==> src/rtl/rx_cmd_parser.sv <==
// rtl/rx_cmd_parser.sv - ASCII command frame parser with show-ahead command FIFO
// Frames are <A hex><B hex><opcode char><TERM>; decoded {a,b,op} entries queue for the ALU side.
module rx_cmd_parser #(
   parameter int          DATA_W = 8,
   parameter int          DEPTH  = 4,
   parameter logic [7:0]  TERM   = 8'h0D
) (
   input  logic                       clk,
   input  logic                       reset,
   input  logic                       rx_done_tick,
   input  logic [7:0]                 dout,
   input  logic                       rd,
   output logic [DATA_W-1:0]          a,
   output logic [DATA_W-1:0]          b,
   output logic [5:0]                 op,
   output logic                       cmd_empty,
   output logic                       cmd_full,
   output logic [$clog2(DEPTH):0]     count,
   output logic                       err,
   output logic                       ovf
);

   localparam int ND = DATA_W / 4;
   localparam int DW = $clog2(ND + 1);
   localparam int AW = $clog2(DEPTH);
   localparam int CW = AW + 1;
   localparam int EW = 2 * DATA_W + 6;

   typedef enum logic [2:0] {GET_A, GET_B, GET_OP, GET_TERM, SYNC} state_t;

   state_t              state, state_nx;
   logic [DW-1:0]       cnt, cnt_nx;
   logic [DATA_W-1:0]   a_sh, a_nx, b_sh, b_nx;
   logic [5:0]          op_sh, op_nx;
   logic [DATA_W+3:0]   a_cat, b_cat;
   logic                is_hex, is_op, last, push, bad;
   logic [3:0]          nib;
   logic [5:0]          op_code;

   logic [EW-1:0]       mem [DEPTH];
   logic [AW-1:0]       wr_ptr, rd_ptr;
   logic [EW-1:0]       head;
   logic                do_push, do_pop, drop;

   always_comb begin
      is_hex = 1'b1;
      nib    = 4'd0;
      if (dout >= 8'h30 && dout <= 8'h39)
         nib = dout[3:0];
      else if ((dout >= 8'h61 && dout <= 8'h66) || (dout >= 8'h41 && dout <= 8'h46))
         nib = dout[3:0] + 4'd9;
      else
         is_hex = 1'b0;
   end

   always_comb begin
      is_op   = 1'b1;
      op_code = 6'd0;
      case (dout)
         8'h2B:   op_code = 6'b100000;
         8'h2D:   op_code = 6'b100010;
         8'h26:   op_code = 6'b100100;
         8'h7C:   op_code = 6'b100101;
         8'h5E:   op_code = 6'b100110;
         8'h7E:   op_code = 6'b100111;
         8'h3C:   op_code = 6'b000010;
         8'h3E:   op_code = 6'b000011;
         default: is_op   = 1'b0;
      endcase
   end

   always_comb begin
      state_nx = state;
      cnt_nx   = cnt;
      a_nx     = a_sh;
      b_nx     = b_sh;
      op_nx    = op_sh;
      push     = 1'b0;
      bad      = 1'b0;
      a_cat    = {a_sh, nib};
      b_cat    = {b_sh, nib};
      last     = (cnt == DW'(ND - 1));
      if (rx_done_tick) begin
         case (state)
            GET_A:
               if (is_hex) begin
                  a_nx = a_cat[DATA_W-1:0];
                  if (last) begin
                     cnt_nx   = '0;
                     state_nx = GET_B;
                  end else begin
                     cnt_nx = cnt + DW'(1);
                  end
               end else if (!(dout == TERM && cnt == '0)) begin
                  bad = 1'b1;
               end
            GET_B:
               if (is_hex) begin
                  b_nx = b_cat[DATA_W-1:0];
                  if (last) begin
                     cnt_nx   = '0;
                     state_nx = GET_OP;
                  end else begin
                     cnt_nx = cnt + DW'(1);
                  end
               end else begin
                  bad = 1'b1;
               end
            GET_OP:
               if (is_op) begin
                  op_nx    = op_code;
                  state_nx = GET_TERM;
               end else begin
                  bad = 1'b1;
               end
            GET_TERM:
               if (dout == TERM) begin
                  push     = 1'b1;
                  state_nx = GET_A;
               end else begin
                  bad = 1'b1;
               end
            SYNC:
               if (dout == TERM) state_nx = GET_A;
            default: state_nx = GET_A;
         endcase
         // A stray TERM already marks a frame boundary, so no resync is needed.
         if (bad) begin
            cnt_nx   = '0;
            state_nx = (dout == TERM) ? GET_A : SYNC;
         end
      end
   end

   always_ff @(posedge clk or negedge reset) begin
      if (!reset) begin
         state <= GET_A;
         cnt   <= '0;
         a_sh  <= '0;
         b_sh  <= '0;
         op_sh <= '0;
      end else begin
         state <= state_nx;
         cnt   <= cnt_nx;
         a_sh  <= a_nx;
         b_sh  <= b_nx;
         op_sh <= op_nx;
      end
   end

   // A pop frees a slot in the same cycle, so a push into a full FIFO still lands.
   assign do_pop  = rd & ~cmd_empty;
   assign do_push = push & (~cmd_full | do_pop);
   assign drop    = push & cmd_full & ~do_pop;

   always_ff @(posedge clk) begin
      if (do_push) mem[wr_ptr] <= {a_sh, b_sh, op_sh};
   end

   always_ff @(posedge clk or negedge reset) begin
      if (!reset) begin
         wr_ptr <= '0;
         rd_ptr <= '0;
         count  <= '0;
         err    <= 1'b0;
         ovf    <= 1'b0;
      end else begin
         if (do_push) wr_ptr <= wr_ptr + AW'(1);
         if (do_pop)  rd_ptr <= rd_ptr + AW'(1);
         case ({do_push, do_pop})
            2'b10:   count <= count + CW'(1);
            2'b01:   count <= count - CW'(1);
            default: count <= count;
         endcase
         err <= bad;
         ovf <= drop;
      end
   end

   assign cmd_empty = (count == '0);
   assign cmd_full  = (count == CW'(DEPTH));
   assign head      = mem[rd_ptr];
   assign a         = cmd_empty ? '0 : head[EW-1 -: DATA_W];
   assign b         = cmd_empty ? '0 : head[DATA_W+5 -: DATA_W];
   assign op        = cmd_empty ? '0 : head[5:0];

endmodule

==> config.mk <==
export PLATFORM = sky130hd
export DESIGN_NAME = rx_cmd_parser
export DESIGN_NICKNAME = d
export VERILOG_FILES = /design/src/rtl/rx_cmd_parser.sv
export SDC_FILE = /design/constraint.sdc
export NUM_CORES = 1
export LEC_CHECK = 0
export BUFFER_PORTS_ARGS = -buffer_cell sky130_fd_sc_hd__buf_2
export CELL_PAD_IN_SITES_DETAIL_PLACEMENT = 0
export CELL_PAD_IN_SITES_GLOBAL_PLACEMENT = 2
export CORE_MARGIN = 1.5
export CORE_UTILIZATION = 47
export CTS_CLUSTER_DIAMETER = 150
export DETAILED_ROUTE_END_ITERATION = 10
export PLACE_DENSITY_LB_ADDON = 0.25
export SLEW_MARGIN = 20
export SYNTH_ARGS = -nofsm -noshare
export SYNTH_HDL_FRONTEND = slang
export SYNTH_SLANG_ARGS = --single-unit
==> constraint.sdc <==
create_clock -name clk -period 6.7 [get_ports clk]
set_input_delay 0.335 -clock clk [delete_from_list [all_inputs] [get_ports clk]]
set_output_delay 0.335 -clock clk [all_outputs]
set_load 0.05 [all_outputs]
After elaboration in Yosys (flattened, before gate mapping)
Memories as Yosys holds them, arrays and structs flattened.
Index checks and enable logic that the tools add are counted.

cells by class
  $add $sub $neg = 6
  multipliers = 0
  div/mod/pow operators = 0
  order comparisons = 6
  eq/ne operators = 23
  shift-type cells = 0
  muxes and demuxes = 36
  bitwise gates (word level) = 8
  reductions and logical operators = 19

operator list
  kind                 count
  $pmux 6 s8           1
  $eq 8x6->1 const B   5
  $eq 8x7->1 const B   3
  $mux 3               8
  $ge 8x7->1 const B   2
  $le 8x7->1 const B   2
  $mux 8               2
  $mux 1               15
  $ne 3x3->1 const B   5
  $pmux 3 s4           1
  $reduce_and 3->1     4
  $eq 8x4->1 const B   1
  $ge 8x6->1 const B   1
  $le 8x6->1 const B   1
  $mux 2               4
  $mux 4               2
  $reduce_or 8->1      1
  $reduce_and 7->1     1
  $add 2x1->2 const B  3
  $eq 3x2->1 const B   2
  $eq 3x3->1 const B   2
  $logic_not 3->1      2
  $mux 6               1
  $pmux 3 s2           1
  other kinds (16)     28

storage, ports and cells
  bits in registers = 36
  latch bits = 0
  RAM bits = 88
  ROM bits = 0
  input port bits = 12
  output and inout bits = 29
  logic and storage cells = 109
  memories = 1

memories
  memory  words  bits a word  rd ports  clocked after memory_dff  wr ports  line  source
  mem     4      22           1         0                         1         40    logic [EW-1:0] mem [DEPTH];

Depth between registers and ports, before layout
  word-level depth = 10
  gate-level depth with buffers = 13
  depth with buffers taken out = 12

Worst setup path after synthesis
Ideal clock, no wire load.

  path type = register -> register
  start point = reg count[0]
  end point = reg count[2]
  setup time = 0.082 ns
  arrival = 2.560 ns
  data required time = 6.618 ns
  path slack = 4.058 ns
  cell stages (with the launch flop) = 12
  buffers on the path = 0
  period minus slack after synthesis = 2.642 ns
  cell sequence = dfrtp_1 inv_1 and3_1 nand2b_1 nor3b_4 inv_1 ha_1 inv_1 fa_1 xor2_1 nor2_1 xor2_1

on the way
  elaborated cells between the ends (all ways) = 13
  classes of those cells = add/sub (2); eq/ne (3); mux (1); bitwise (5); reduce/logical (2)

RTL lines
  item                                             line  source
  start, declared                                  18    output logic [$clog2(DEPTH):0] count,
  start signal, assigned                           171   2'b10: count <= count + CW'(1);
  start signal, assigned                           172   2'b01: count <= count - CW'(1);
  start signal, assigned                           173   default: count <= count;
  $eq 3x3->1 (*)                                   181   assign cmd_full = (count == CW'(DEPTH));
  via cmd_full                                     17    output logic cmd_full,
  $not 1->1 (*)                                    153   assign do_push = push & (~cmd_full | do_pop);
  $or 1x1->1 (*)                                   153
  $and 1x1->1 (*)                                  153
  $eq 2x1->1 or $eq 2x2->1 (tied branches)         170   case ({do_push, do_pop})
  $pmux 3 s2 or $reduce_bool 2->1 (tied branches)  --

The timed path passes the listed nets; every way through them passes the cells marked *.
A chain may end at the register's enable or synchronous reset.

Worst setup path after layout
  start point = in dout[1]
  end point = mem mem[1][21] (netlist bit) (enable)

on the way
  word-level cells in the longest chain between the ends = 7

ends and longest elaborated chain
  item                          line  source
  start, declared               11    input logic [7:0] dout,
  $eq 8x4->1                    117   if (dout == TERM) begin
  $mux 1                        117
  $mux 1                        84    case (state)
  $mux 1                        83    if (rx_done_tick) begin
  $and 1x1->1                   153
  $mux 1                        157   if (do_push) mem[wr_ptr] <= {a_sh, b_sh, op_sh};
  $mux 1 (implied by the code)  157
  end, declared                 40

Every way passes these cells.

==> impl_metrics.toml <==
[timing]
finalSetupTns_ps = 0
finClkSkew_ps = 6.82
slew_headroom_pct = 30.7
min_period_ps = 2680
final_max_slew_viol_count = 0
fmax_ghz = 0.373
whs_ps = 101
tightestPinTransition_ps = 1040
setup_viol = 0
fin_crit_sh_pct = 40.0
rsz0062_at_grt = "false"
hold_viol = 0

[logic_synthesis]
netlist_area_um2 = 4980
ys_types = 54
synthTopCellsByCount = "edfxtp_1 (80), dfrtp_1 (34), nor2b_1 (22)"
yosysMostFrequentCell = "edfxtp_1"
ys.flop_type = "edfxtp_1"
yosysSeqAreaShare_pct = 65.3
yosys-top-cells-area = "edfxtp_1 (48%), dfrtp_1 (17%), mux4_2 (9.0%), nor2b_1 (2.8%), ha_1 (2.3%)"
synth.top_cell.area_share_pct = 48.2
yosys_warnings = 0
synthesis.instances = 315
syn_area_per_cell_um2 = 15.8
synth_edf_count = 80
async_flop_share_pct = 29.8
synth-seq-cells = 114
yosys.area.top_type = "edfxtp_1"

[clock_network]
htreeDepth = 4
cts_buffer_depth = 2
numClockSinks = 114
root_buffer = "clkbuf_8"
numCtsBuffers = 17
cts_tree = "yes"
clk_latency_ps = 500
cts_resized = 0
clkSlewWorstSetupHoldPaths_ps = 50

[critical_path]
startpoint_type = "input port"
rr_worst_depth = 4
worstReg2RegStart = "state[2]$_DFFE_PN0P_"
arrival_ps = 2800
cp_max_fo = 20
critPathKind = "in -> reg"
end_kind = "register"
cp_slowest_cell = "and2_1"
crit_chain = "buf_2 > inv_1 > ha_1 > nand3_1 > or4b_1 > nor3b_4 > and2_1"
r2r-end = "mem[1][21]$_DFFE_PP_"
cp-startpoint = "dout[1]"
rrSetupSlack_ps = 4180
max_stage_delay_ps = 870
cp.required_ps = 6820

[floorplanning]
initial_core_util_pct = 48.2
rows = 37
io_pins = 41
dieWidth_um = 106
core_area_um2 = 10300
dieArea_um2 = 11200
die_h_um = 106

[worst_hold_path]
min_path_cells = 2
hp-start = "rx_done_tick"
hp-class = "in -> reg"
hold-path-endpoint = "cnt[0]$_DFFE_PN0P_"

[cells_and_area]
drive_above_1_share_pct = 30.4
n_antenna_cell = 0
fillers = 810
fin_nets = 384
multi_input_area_um2 = 1590
regArea_um2 = 3250
syn2layout_area_growth_pct = 18.5

[power]
intPower_w = 0.00162
vdd_ir_drop_max_uv = 182
pwr-share-clk_pct = 38.9
powerDensity_nw_per_um2 = 402
swShare_pct = 31.9
p_sw_w = 0.000757
combPwrFrac_pct = 23.8
pwr-share-seq_pct = 37.3
leakagePower_nw = 2.41

[route]
vias_per_cell = 5.21
firstDrtPassIters = 5
post_drt_wl_per_cell_um = 16.8
vias = 2661
route.detailed.drc = 0
drt_iter0_drc = 82
drt-total-wl_um = 8590
ant_nets = 0

[global_routing]
overflow = 0
grt_max_degree = 35
grt_pass1_vias = 2648
grt_pass1_wl_um = 14200
track_usage_pct = 17.0
grt_antenna_before_repair = 0

[place]
numPortBuffers = 38
place.gp.congestion = 0.798
hpwl_um = 5460

[status]
run_status = "finished clean"

[job]
cap_violations = 0
-- worst max-delay path: cells and delay by family --
| family | cells | cell delay, ps |
|---|---|---|
| adder cells (fa/ha/maj) | 1 | 250 |
| buffers and inverters | 2 | 210 |
| AND/OR/NAND/NOR | 4 | 1990 |
-- layout by cell type, fill, tap and decap left out, drive strengths merged, types with 2 or more instances in the layout --
cell	instances
buf	40
or4b	2
mux4	20
a31oi	3
nand2	15
and2	5
nand2b	6
inv	16
xor2	5
nand4	2
mux2i	2
xnor2	3
nor2	10
nand3	6
conb	2
nor2b	22
mux2	14
o21ai	8
clkinvlp	3
dfrtp	34
bufinv	4
ha	9
edfxtp	80
o211ai	2
clkinv	5
a21oi	9
clkbuf	18
a211o	3
nor3	5
-- cell type report --
type,count,area share (%)
Clock inverter,14,3.46
Sequential cell,114,55.1
Multi-Input combinational cell,174,26.9
Tap cell,136,2.88
Timing Repair Buffer,41,3.65
Clock buffer,18,7.08
Inverter,14,0.891
-- logic make-up (layout without fill, tap and decap cells) --
family | after synthesis | in the layout | synth area share [%]
XOR/XNOR | 8 | 8 | 1.41
other | 1 | 2 | 0.0753
buffers and inverters | 28 | 87 | 3.01
adder cells (fa/ha/maj) | 10 | 10 | 2.66
AND/OR/NAND/NOR | 80 | 80 | 9.27
AO/OA/AOI/OAI | 38 | 38 | 5.35
flip-flops | 114 | 114 | 65.3
multiplexers | 36 | 36 | 12.9
-- worst max-delay path by stage --
stage                                 endpoint  depth (start not counted)
after global routing       mem[2][9]$_DFFE_PP_                          7
after detailed placement  mem[0][12]$_DFFE_PP_                          7
final                     mem[1][21]$_DFFE_PP_                          7
after CTS                 mem[0][11]$_DFFE_PP_                          7
after global placement     mem[0][8]$_DFFE_PP_                          7
after floorplan           count[2]$_DFFE_PN0P_                         11
-- sequential cells by signal (all words and copies together), names as in the netlist --
register / flops
cnt: 2
b_sh: 8
a_sh: 8
op_sh: 4
wr_ptr: 2
state: 3
mem: 80
ovf: 1
err: 1
rd_ptr: 2
count: 3
-- metrics by stage --
step                      cells  worst slack (ps)  power (W)  cell area (um2)  utilization (%)
final                       511              4020    0.00237             5900             57.2
after global routing        511              3810    0.00247             5900             57.2
after CTS                   511              3960    0.00240             5900             57.1
after detailed placement    478              3450    0.00147             5270             51.0
after global placement      478              3470    0.00147             5270             51.0
after floorplan             316              4060    0.00134             4980                -
-- layer usage --
metal / routed length [um] / vias up / global-route usage, %
li1: - / 1290 / -
met1: 3800 / 1292 / 22.1
met2: 4380 / 71 / 27.9
met3: 323 / 8 / 4.66
met4: 82 / 0 / 5.60
met5: 0 / - / 0
-- power by group through the flow --
stage / registers, W / logic, W / clock network, W
2_1_floorplan: 0.000901 / 0.000442 / 0
3_3_place_gp: 0.000900 / 0.000571 / 0
3_5_place_dp: 0.000902 / 0.000573 / 0
4_1_cts: 0.000889 / 0.000575 / 0.000934
5_1_grt: 0.000896 / 0.000609 / 0.000965
6_report: 0.000886 / 0.000565 / 0.000923
-- what timing repair did --
action	4_1_cts	5_1_grt
buffers inserted	0	0
setup endpoints to repair	0	0
hold buffers	1	0
endpoints found under the hold margin	34	0
Power figures use the tool's default switching activity.
